--- src/rtl/bus_arbiter_if.sv ---
// Memory-bus bundle between the four bus masters, the arbiter and the single memory slave.
// The arbiter takes the master modport (it masters the slave side); the environment takes slave.
interface bus_arbiter_if #(
  parameter int ADDR_W = 32,
  parameter int DATA_W = 32
);
  logic [3:0]          mReq;
  logic [3:0]          mWe;
  logic [4*ADDR_W-1:0] mAddr;
  logic [4*DATA_W-1:0] mWdata;
  logic [3:0]          mAck;
  logic [DATA_W-1:0]   mRdata;
  logic                sReq;
  logic                sWe;
  logic [ADDR_W-1:0]   sAddr;
  logic [DATA_W-1:0]   sWdata;
  logic                sAck;
  logic [DATA_W-1:0]   sRdata;
  logic [3:0]          gnt;
  logic                holdReq;

  modport master (
    input  mReq, mWe, mAddr, mWdata, sAck, sRdata,
    output mAck, mRdata, sReq, sWe, sAddr, sWdata, gnt, holdReq
  );

  modport slave (
    output mReq, mWe, mAddr, mWdata, sAck, sRdata,
    input  mAck, mRdata, sReq, sWe, sAddr, sWdata, gnt, holdReq
  );
endinterface

--- src/rtl/bus_arbiter.sv ---
// Fixed-priority (EX > IF > JTAG > UART) memory-bus arbiter with registered one-hot grant,
// grant locking, burst-limited fairness and a pipeline hold request.

// Per-master slice: gates this master's request fields and the slave ack with its grant bit.
module bus_arbiter_port #(
  parameter int ADDR_W = 32,
  parameter int DATA_W = 32
) (
  input  logic              gnt,
  input  logic              req,
  input  logic              we,
  input  logic [ADDR_W-1:0] addr,
  input  logic [DATA_W-1:0] wdata,
  input  logic              s_ack,
  output logic              ack,
  output logic              sel_req,
  output logic              sel_we,
  output logic [ADDR_W-1:0] sel_addr,
  output logic [DATA_W-1:0] sel_wdata
);
  assign ack       = s_ack & gnt;
  assign sel_req   = req & gnt;
  assign sel_we    = we & gnt;
  assign sel_addr  = addr & {ADDR_W{gnt}};
  assign sel_wdata = wdata & {DATA_W{gnt}};
endmodule

module bus_arbiter #(
  parameter int ADDR_W    = 32,
  parameter int DATA_W    = 32,
  parameter int MAX_BURST = 16
) (
  input  logic          clk,
  input  logic          rst,
  bus_arbiter_if.master bus
);
  localparam int NM = 4;
  localparam int CW = (MAX_BURST > 2) ? $clog2(MAX_BURST) : 1;
  localparam logic [CW-1:0] BURST_LAST = CW'(MAX_BURST - 1);

  logic [NM-1:0] gnt_q, gnt_d;
  logic [CW-1:0] burst_q, burst_d;
  logic [NM-1:0] others;

  logic [NM-1:0]             sel_req, sel_we, ack;
  logic [NM-1:0][ADDR_W-1:0] sel_addr;
  logic [NM-1:0][DATA_W-1:0] sel_wdata;
  logic                      s_req, s_we;
  logic [ADDR_W-1:0]         s_addr;
  logic [DATA_W-1:0]         s_wdata;

  function automatic logic [NM-1:0] pick(input logic [NM-1:0] r);
    logic [NM-1:0] p;
    p = '0;
    for (int i = NM-1; i >= 0; i--)
      if (r[i]) begin
        p    = '0;
        p[i] = 1'b1;
      end
    return p;
  endfunction

  genvar g;
  generate
    for (g = 0; g < NM; g++) begin : g_port
      bus_arbiter_port #(.ADDR_W(ADDR_W), .DATA_W(DATA_W)) u_port (
        .gnt      (gnt_q[g]),
        .req      (bus.mReq[g]),
        .we       (bus.mWe[g]),
        .addr     (bus.mAddr[g*ADDR_W +: ADDR_W]),
        .wdata    (bus.mWdata[g*DATA_W +: DATA_W]),
        .s_ack    (bus.sAck),
        .ack      (ack[g]),
        .sel_req  (sel_req[g]),
        .sel_we   (sel_we[g]),
        .sel_addr (sel_addr[g]),
        .sel_wdata(sel_wdata[g])
      );
    end
  endgenerate

  // One-hot grant turns the OR of the gated slices into the slave mux; all-zero when idle.
  always_comb begin
    s_req   = 1'b0;
    s_we    = 1'b0;
    s_addr  = '0;
    s_wdata = '0;
    for (int i = 0; i < NM; i++) begin
      s_req   = s_req | sel_req[i];
      s_we    = s_we | sel_we[i];
      s_addr  = s_addr | sel_addr[i];
      s_wdata = s_wdata | sel_wdata[i];
    end
  end

  always_comb begin
    others  = bus.mReq & ~gnt_q;
    gnt_d   = gnt_q;
    burst_d = burst_q;
    if (gnt_q == '0)
      gnt_d = pick(bus.mReq);
    else if ((bus.mReq & gnt_q) == '0)
      gnt_d = pick(others);
    else if (burst_q == BURST_LAST && others != '0 && (bus.sAck || !s_req))
      // Forced handover only on a beat boundary; the holder is excluded from the pick.
      gnt_d = pick(others);

    if (gnt_q == '0 || gnt_d != gnt_q)
      burst_d = '0;
    else if (burst_q != BURST_LAST)
      burst_d = burst_q + 1'b1;
  end

  always_ff @(posedge clk or posedge rst) begin
    if (rst) begin
      gnt_q   <= '0;
      burst_q <= '0;
    end else begin
      gnt_q   <= gnt_d;
      burst_q <= burst_d;
    end
  end

  assign bus.gnt    = gnt_q;
  assign bus.mAck   = ack;
  assign bus.mRdata = bus.sRdata;
  assign bus.sReq   = s_req;
  assign bus.sWe    = s_we;
  assign bus.sAddr  = s_addr;
  assign bus.sWdata = s_wdata;

  // Held low during reset so a core stalled by waiting requesters is not also frozen by us.
  assign bus.holdReq = ~rst & ((bus.mReq[0] & ~gnt_q[0]) | (bus.mReq[1] & ~gnt_q[1]) |
                               gnt_q[2] | gnt_q[3]);
endmodule

--- src/flat_wrapper.sv ---
// flat-port wrapper written by rule: the top's interface ports become plain ports
module bus_arbiter_flat 
#(
  parameter int ADDR_W    = 32,
  parameter int DATA_W    = 32,
  parameter int MAX_BURST = 16
)
  (clk, rst, bus_mReq, bus_mWe, bus_mAddr, bus_mWdata, bus_sAck, bus_sRdata, bus_mAck, bus_mRdata, bus_sReq, bus_sWe, bus_sAddr, bus_sWdata, bus_gnt, bus_holdReq);
  bus_arbiter_if #(.ADDR_W(ADDR_W), .DATA_W(DATA_W)) bus_i ();
  input  logic clk;
  input  logic rst;
  input wire logic [$bits(bus_i.mReq)-1:0] bus_mReq;
  input wire logic [$bits(bus_i.mWe)-1:0] bus_mWe;
  input wire logic [$bits(bus_i.mAddr)-1:0] bus_mAddr;
  input wire logic [$bits(bus_i.mWdata)-1:0] bus_mWdata;
  input wire logic [$bits(bus_i.sAck)-1:0] bus_sAck;
  input wire logic [$bits(bus_i.sRdata)-1:0] bus_sRdata;
  output wire logic [$bits(bus_i.mAck)-1:0] bus_mAck;
  output wire logic [$bits(bus_i.mRdata)-1:0] bus_mRdata;
  output wire logic [$bits(bus_i.sReq)-1:0] bus_sReq;
  output wire logic [$bits(bus_i.sWe)-1:0] bus_sWe;
  output wire logic [$bits(bus_i.sAddr)-1:0] bus_sAddr;
  output wire logic [$bits(bus_i.sWdata)-1:0] bus_sWdata;
  output wire logic [$bits(bus_i.gnt)-1:0] bus_gnt;
  output wire logic [$bits(bus_i.holdReq)-1:0] bus_holdReq;
  assign bus_i.mReq = bus_mReq;
  assign bus_i.mWe = bus_mWe;
  assign bus_i.mAddr = bus_mAddr;
  assign bus_i.mWdata = bus_mWdata;
  assign bus_i.sAck = bus_sAck;
  assign bus_i.sRdata = bus_sRdata;
  assign bus_mAck = bus_i.mAck;
  assign bus_mRdata = bus_i.mRdata;
  assign bus_sReq = bus_i.sReq;
  assign bus_sWe = bus_i.sWe;
  assign bus_sAddr = bus_i.sAddr;
  assign bus_sWdata = bus_i.sWdata;
  assign bus_gnt = bus_i.gnt;
  assign bus_holdReq = bus_i.holdReq;
  bus_arbiter #(.ADDR_W(ADDR_W), .DATA_W(DATA_W), .MAX_BURST(MAX_BURST)) u_core (.clk(clk), .rst(rst), .bus(bus_i));
endmodule
--- config.mk ---
export PLATFORM = sky130hd
export DESIGN_NAME = bus_arbiter_flat
export DESIGN_NICKNAME = d
export VERILOG_FILES = /design/src/rtl/bus_arbiter_if.sv /design/src/rtl/bus_arbiter.sv /design/src/flat_wrapper.sv
export SDC_FILE = /design/constraint.sdc
export NUM_CORES = 1
export LEC_CHECK = 0
export ABC_AREA = 1
export BUFFER_PORTS_ARGS = -buffer_cell sky130_fd_sc_hd__buf_4
export CAP_MARGIN = 20
export CORE_AREA = 2 2 159 161
export DETAILED_ROUTE_END_ITERATION = 8
export DIE_AREA = 0 0 161 163
export PLACE_DENSITY = 0.45
export SYNTH_ARGS = -nofsm -noshare
export SYNTH_HDL_FRONTEND = slang
export SYNTH_SLANG_ARGS = --single-unit
--- constraint.sdc ---
create_clock -name clk -period 2.22 [get_ports clk]
set_input_delay 0 -clock clk [delete_from_list [all_inputs] [get_ports clk]]
set_output_delay 0 -clock clk [all_outputs]
set_load 0.005 [all_outputs]
# After elaboration in Yosys (flattened, before gate mapping)
# Index checks and enable logic that the tools add are counted.
dict set report word_totals {
  regBits 8
  input_bits 299
  out_inout_bits 107
  word_cells 72
}
dict set report op_classes {
  add_sub_neg 1
  eq_ne 3
  muxes 13
  bitwise 44
  n_reduce_logical 9
}
# cell n
set op_table {}
lappend op_table {{$and 32x32->32} 8}
lappend op_table {{$or 32x32->32} 6}
lappend op_table {{$mux 4} 13}
lappend op_table {{$and 1x1->1} 15}
lappend op_table {{$or 1x1->1} 9}
lappend op_table {{$and 4x4->4} 2}
lappend op_table {{$logic_not 4->1} 2}
lappend op_table {{$add 4x1->4 const B} 1}
lappend op_table {{$eq 4x4->1 const B} 1}
lappend op_table {{$ne 4x4->1} 1}
lappend op_table {{$ne 4x4->1 const B} 1}
lappend op_table {{$not 4->4} 1}
lappend op_table {{$reduce_bool 4->1} 1}
lappend op_table {{$not 1->1} 3}
lappend op_table {{$logic_and 1x1->1} 2}
lappend op_table {{$logic_or 1x1->1} 2}
lappend op_table {{$reduce_bool 2->1} 1}
lappend op_table {{$logic_not 1->1} 1}

# Longest topological paths before layout
# Gate-level depths: netlist (run 1).
dict set report logic_depth {
  ltp_word 13
  mapped_depth 10
  mapped_depth_nobuf 9
}

# Hierarchy
# Synthesis (run 1) repeated with hierarchy kept, for this count alone.
dict set report unflattened {
  cells_unflattened 743
  hier_area_um2 3537.1
}
# module n_inst cells_each area_each_um2 seq_area_each_um2
set by_module_without_submodules {}
lappend by_module_without_submodules {bus_arbiter_port 4 141 548.0 0.0}
lappend by_module_without_submodules {bus_arbiter 1 179 1345.0 200.2}

# Worst setup path after synthesis (run 1)
# OpenSTA, ideal clock, no wires.
dict set report synth_timing {
  path_type {flip-flop to flip-flop}
  from {reg u_core.burst_q[0]}
  to {reg u_core.gnt_q[2], in the netlist u_core.bus.gnt[2]}
  arrival_time_ns 1.219
  required_time_ns 2.102
  path_slack_ns 0.883
  path_stages_with_launch 9
  period_less_slack_ns 1.337
  cell_sequence {dfrtp_1 > ha_1 > nand3_2 > nor2_1 > o21ai_2 > nand2_2 > o21ai_0 > nand3_1 > nand2_1}
}
dict set report synth_between {
  elab_chain_len 6
}
# item line
set synth_rtl {}
lappend synth_rtl {{start: declaration} bus_arbiter.sv:42} ;# logic [CW-1:0] burst_q, burst_d;
lappend synth_rtl {{start signal: assignment} bus_arbiter.sv:120} ;# burst_q <= burst_d;
lappend synth_rtl {{$eq 4x4->1} bus_arbiter.sv:104} ;# else if (burst_q == BURST_LAST && others != '0 && (bus.sAck || !s_req))
lappend synth_rtl {{$logic_and 1x1->1 (2 in a row)} bus_arbiter.sv:104}
lappend synth_rtl {{$mux 4} bus_arbiter.sv:104}
lappend synth_rtl {{$mux 4} bus_arbiter.sv:102} ;# else if ((bus.mReq & gnt_q) == '0)
lappend synth_rtl {{$mux 4} bus_arbiter.sv:100} ;# if (gnt_q == '0)
lappend synth_rtl {{net u_core.gnt_d[2]} bus_arbiter.sv:41} ;# logic [NM-1:0] gnt_q, gnt_d;
lappend synth_rtl {{end signal: assignment} bus_arbiter.sv:119} ;# gnt_q <= gnt_d;
lappend synth_rtl {{end: declaration} bus_arbiter.sv:41}
# The timed path passes the listed nets, and every way through them passes these cells.
# A chain may end at the register's enable or synchronous reset.

# Final worst setup path (run 1)
dict set report layout_timing {
  from {reg u_core.gnt_q[2], in the netlist u_core.bus.gnt[2]}
  to {out bus_sWdata[5]}
}
dict set report layout_between {
  elab_chain_len 3
}
# item line
set layout_rtl {}
lappend layout_rtl {{$and 32x32->32} bus_arbiter.sv:25} ;# assign sel_wdata = wdata & {DATA_W{gnt}};
lappend layout_rtl {{$or 32x32->32 (2 in a row)} bus_arbiter.sv:92} ;# s_wdata = s_wdata | sel_wdata[i];
lappend layout_rtl {{end: declaration} flat_wrapper.sv:23} ;# output wire logic [$bits(bus_i.sWdata)-1:0] bus_sWdata;
# Every way passes these cells.

==> flow_summary.ini, run 1 <==
[sta]
worst_slew_pin_slew_ps = 482.6
slew_violations = 0
setup_slack_ps = 707.9
timing.fmax_mhz = 661.3
fin_skew_ps = 0.8538
finalSetupTns_ps = 0
fin_crit_sh_pct = 68.11
slew_headroom_pct = 67.83
finalHoldViolCount = 0
finalSetupViolCount = 0
rsz0062_at_grt = no
fin_crit_ps = 1512

[power]
p_sw_uw = 2237
power.internal_uw = 2241
p_total_uw = 4478
power.density_mw_per_mm2 = 883.0
p_sw_share_pct = 49.96
vdd_ir_drop_max_v = 0.0004707
clkPwrFrac_pct = 7.0
p_leak_uw = 0.002667
pwr-share-comb_pct = 86.8
p_seq_share_pct = 6.2

[route]
drtPass1Iterations = 4
route.vias.total = 4201
wl_per_cell_um = 13.56
drcViolationCount = 0
drt_iter0_drc = 130
viasPerCell = 3.854
drt_wl_total_um = 14780
ant_nets = 0

[cts]
insertion_delay_ps = 230
clock_path_buffers = 2
clock_sinks = 8
htreeDepth = 1
clk_pin_slew_ps = 40
cts-root-buf = clkbuf_16
cts_tree = built
cts_made_buffers = 3
cts_resized = 0

[layout]
drive_gt1_share_pct = 48.16
final_cell_mix = 350 x buf_4, 281 x nand2_1, 68 x nand4_1
final_cells = 1090
fin_util_pct = 20.55
n_antenna_cell = 0
final_common_cell = buf_4
nNetsFinal = 1061
syn2layout_area_growth_pct = 115.1

[setup_path]
reg2regPathDepth = 8
setup.worst_path.end = bus_sWdata[5]
critical_path_arrival_ps = 1510
cp-startpoint = u_core.bus.gnt[2]
endpoint_kind = output pin
start_kind = register
required_ps = 2220
reg2reg_slack_ps = 730
r2r-start = u_core.burst_q[0]
path_max_fanout = 39
criticalPathCategory = register to output pin
rr_endpoint = u_core.bus.gnt[2]

[floorplan]
placementRows = 58
die_h_um = 163
core_mm2 = 0.02467
die_area_mm2 = 0.02624
ios = 406
initial_utilization_pct = 9.554
fp.dieW_um = 161

[logic_synthesis]
yosys.area.top_type = nand2_1
ys_ff_latch = 8
yosysUniqueCellTypes = 22
avgSynthCellArea_um2 = 4.963
syn_nets = 775
yosysWarnings = 0
synth_area_leaders = nand2_1 45%, nand4_1 18%, buf_4 13%, dfrtp_1 8.5%, clkbuf_1 2.2%
yosys.area.top_type_share_pct = 44.75
syn_inst = 475
yosysSeqAreaShare_pct = 8.493
netlist_area_mm2 = 0.002357

[global_route]
grt_use_total_pct = 10.19
grt_max_degree = 40
antenna_found_initial = 0
grt_overflow = 0
grt_pass1_wl_um = 21130
grt_pass1_vias = 4098

[placed_design]
hpwl_um = 12380
portBuffers = 341
routabilityCongestion = 0.7956
pre_cts_ws_ps = 727.0
dp_cells = 1085

[worst_hold_path]
hp-class = input port to output pin

[flow_run]
drv_cap = 0

[outcome]
outcome = completed
[worst min path at each step]
stage,start,end,slack [ps],depth (start not counted)
finish,bus_sRdata[30],bus_mRdata[30],0.002,0
global route,bus_sRdata[26],bus_mRdata[26],0.008,0
CTS,bus_sRdata[0],bus_mRdata[0],0.03,0
detailed placement,rst,u_core.burst_q[0],-1,2
global placement,bus_sRdata[0],bus_mRdata[0],0.03,0
floorplan,rst,u_core.burst_q[0],-180,1
[layout make-up]
| type | instances | area (µm²) |
|---|---|---|
| fillers | 2850 | 19600 |
| repair buffers | 351 | 2638 |
| multi-input cells | 383 | 1684 |
| well taps | 330 | 412.9 |
| flip-flops and latches | 8 | 205.2 |
| clock buffers | 4 | 78.83 |
| inverters | 14 | 52.55 |
[registers in the layout, indices dropped and copies added, names as in the netlist]
signal	count
u_core.bus.gnt	4
u_core.burst_q	4
[synth_stat cells]
master and number:
a21oi_1 4, buf_1 10, buf_2 6, buf_4 40
clkbuf_1 14, dfrtp_1 8, ha_1 1, inv_1 11
inv_2 3, nand2_1 281, nand2_2 3, nand3_1 10
nand3_2 1, nand4_1 68, nand4_2 1, nor2_1 6
o21ai_0 1, o21ai_1 2, o21ai_2 1, o31ai_1 1
xnor2_1 2, xor2_1 1
[stage by stage]
step / area, µm² / hold slack, ps
2_1_floorplan: 2357 / -176.3
3_3_place_gp: 4982 / 0.03458
3_5_place_dp: 4982 / -1.312
4_1_cts: 5071 / 0.03458
5_1_grt: 5071 / 0.007975
6_report: 5071 / 0.002015
[critical path: stages, from the launching register on]
cell	delay, ps
dfrtp_2	380
buf_4	390
nand2_1	130
nand4_1	180
buf_4	150
[timing repair]
action | 4_1_cts | 5_1_grt
endpoints found under the setup margin | 0 | 0
buffers inserted | 0 | 0
hold endpoints to repair | 8 | 0
hold buffers | 1 | 0
[power groups by stage]
stage	sequential [µW]	clock, µW	combinational, µW
global route	286	337	4310
detailed placement	279	0	3970
finish	276	314	3890
CTS	277	320	3990
global placement	276	0	4030
floorplan	255	0	1940
[cell families after synthesis]
| family | after synthesis | synth area share [%] |
|---|---|---|
| AO/OA/AOI/OAI | 9 | 2.176 |
| XOR/XNOR | 3 | 1.115 |
| adder cells (fa/ha/maj) | 1 | 0.5307 |
| flip-flops | 8 | 8.492 |
| AND/OR/NAND/NOR | 370 | 67.62 |
| buffers and inverters | 84 | 20.06 |
[routing by layer]
metal | GRT usage [%] | up-vias | part of all wire [%]
li1 | - | 2072 | -
met1 | 10.64 | 1857 | 36
met3 | 2.521 | 32 | 9.5
met2 | 19.47 | 240 | 51
met4 | 4.140 | 0 | 3.5
met5 | 0 | - | 0
No activity file was read; power rests on OpenSTA's default activity.
==> inputs of run 2 (changes only) <==
- PLACE_DENSITY: 0.45 -> 0.46
- clock period: 2.22 -> 1.29 ns (I/O delays scaled with it)
==> flow_summary.ini, run 2 (synthesis results as in run 1) <==
[placed_design]
routabilityCongestion = 0.7749
portBuffers = 341
dp_cells = 1101
hpwl_um = 11440

[layout]
final_cells = 1124
syn2layout_area_growth_pct = 147.7
nNetsFinal = 1096
final_common_cell = buf_4
final_cell_mix = 357 x buf_4, 250 x nand2_1, 68 x nand4_1
drive_gt1_share_pct = 56.05
n_antenna_cell = 0

[setup_path]
start_kind = register
required_ps = 1290
crit_buf_inv = 3
path_max_fanout = 6
crit_family = buffers and inverters
criticalPathCategory = register to output pin
reg2reg_slack_ps = -100
critPathMaxStageDelay_ps = 440
slowest_stage = dfrtp_2
worstPathCellList = buf_6 > buf_12 > nand2_2 > nand4_1 > buf_4
endpoint_kind = output pin
critical_path_arrival_ps = 1400

[cts]
clock_sinks = 8
cts_made_buffers = 3
insertion_delay_ps = 230
clk_pin_slew_ps = 40
clock_path_buffers = 2
cts_tree = built
cts-root-buf = clkbuf_16
htreeDepth = 1

[route]
drt_iter0_drc = 191
drt_wl_total_um = 16450
drtPass1Iterations = 4
viasPerCell = 3.858
ant_nets = 0
wl_per_cell_um = 14.64
route.vias.total = 4336
drcViolationCount = 0

[sta]
slew_violations = 0
fin_crit_sh_pct = 108.3
fin_skew_ps = 2.631
slew_headroom_pct = 84.29
worst_slew_pin_slew_ps = 235.7
finalHoldViolCount = 0
finalSetupViolCount = 50
setup_slack_ps = -107.3
timing.fmax_mhz = 715.7
rsz0062_at_grt = yes
fin_crit_ps = 1397

[worst_hold_path]
hp-class = input port to output pin

[floorplan]
die_h_um = 163
die_area_mm2 = 0.02624
ios = 406
core_mm2 = 0.02467
fp.dieW_um = 161
placementRows = 58
initial_utilization_pct = 9.554

[global_route]
grt_pass1_wl_um = 21540
grt_max_degree = 42
grt_overflow = 0
grt_use_total_pct = 10.20
grt_pass1_vias = 4231
antenna_found_initial = 0

[power]
p_total_uw = 9986
vdd_ir_drop_max_v = 0.0006020
power.density_mw_per_mm2 = 1710
p_leak_uw = 0.003033

[outcome]
violations = negative setup slack
outcome = finished, violations left

[flow_run]
drv_cap = 0
-- run 2: layer usage --
layer | up-vias | wire length [µm] | GRT usage, %
met3 | 24 | 1313 | 1.757
met1 | 1928 | 6130 | 11.34
met2 | 236 | 8651 | 19.76
met4 | 0 | 356 | 2.922
li1 | 2148 | - | -
met5 | - | 0 | 0
-- run 2: repair_timing --
item                                   4_1_cts  5_1_grt
endpoints found under the hold margin        8        0
setup endpoints to repair                   27       70
hold buffers                                 1        0
pin swaps                                    7       24
cloned                                       2        7
gates resized for setup                     25       60
buffers inserted                             3        7
-- run 2: worst register-to-register path: cells and delay by family (launching register included) --
family / cells / cell delay (ps)
compound gates: 1 / 170
buf+inv: 3 / 330
flops: 1 / 480
simple gates: 5 / 300
-- run 2: final timing paths --
check                           cells after the start                end              start
worst min register to register                      2  u_core.burst_q[1]  u_core.burst_q[3]
worst max-delay path                                5      bus_sAddr[28]  u_core.bus.gnt[1]
worst min-delay path                                0      bus_mRdata[6]      bus_sRdata[6]
worst max register to register                      9  u_core.bus.gnt[2]  u_core.bus.gnt[2]
max in group asynchronous                           4  u_core.bus.gnt[2]                rst
min in group asynchronous                           4  u_core.bus.gnt[1]                rst
-- run 2: cell type report --
type | count | area, µm²
Sequential cell | 8 | 205.2
Clock buffer | 3 | 75.07
Tap cell | 330 | 412.9
Fill cell | 2803 | 18830
Timing Repair Buffer | 386 | 3153
Inverter | 14 | 55.05
Multi-Input combinational cell | 383 | 1938
-- run 2: through the flow --
stage | setup WS, ps | TNS, ps | area, µm² | hold WS [ps] | util, %
2_1_floorplan | 3.498 | 0 | 2377 | -176.3 | -
3_3_place_gp | 15.04 | 0 | 5185 | 0.03458 | 21.01
3_5_place_dp | 2.089 | 0 | 5185 | 0.03458 | 21.01
4_1_cts | -112.1 | -3576 | 5444 | 0.03458 | 22.06
5_1_grt | -188.2 | -6565 | 5839 | 0.008685 | 23.67
6_report | -107.3 | -2533 | 5839 | 0.002001 | 23.67
-- run 2: where the power goes --
group	total, µW	internal (µW)	leakage (µW)	switching (µW)
Combinational	8910	4470	0.00290	4430
Clock	522	400	0.0000370	123
Sequential	554	370	0.0000969	185
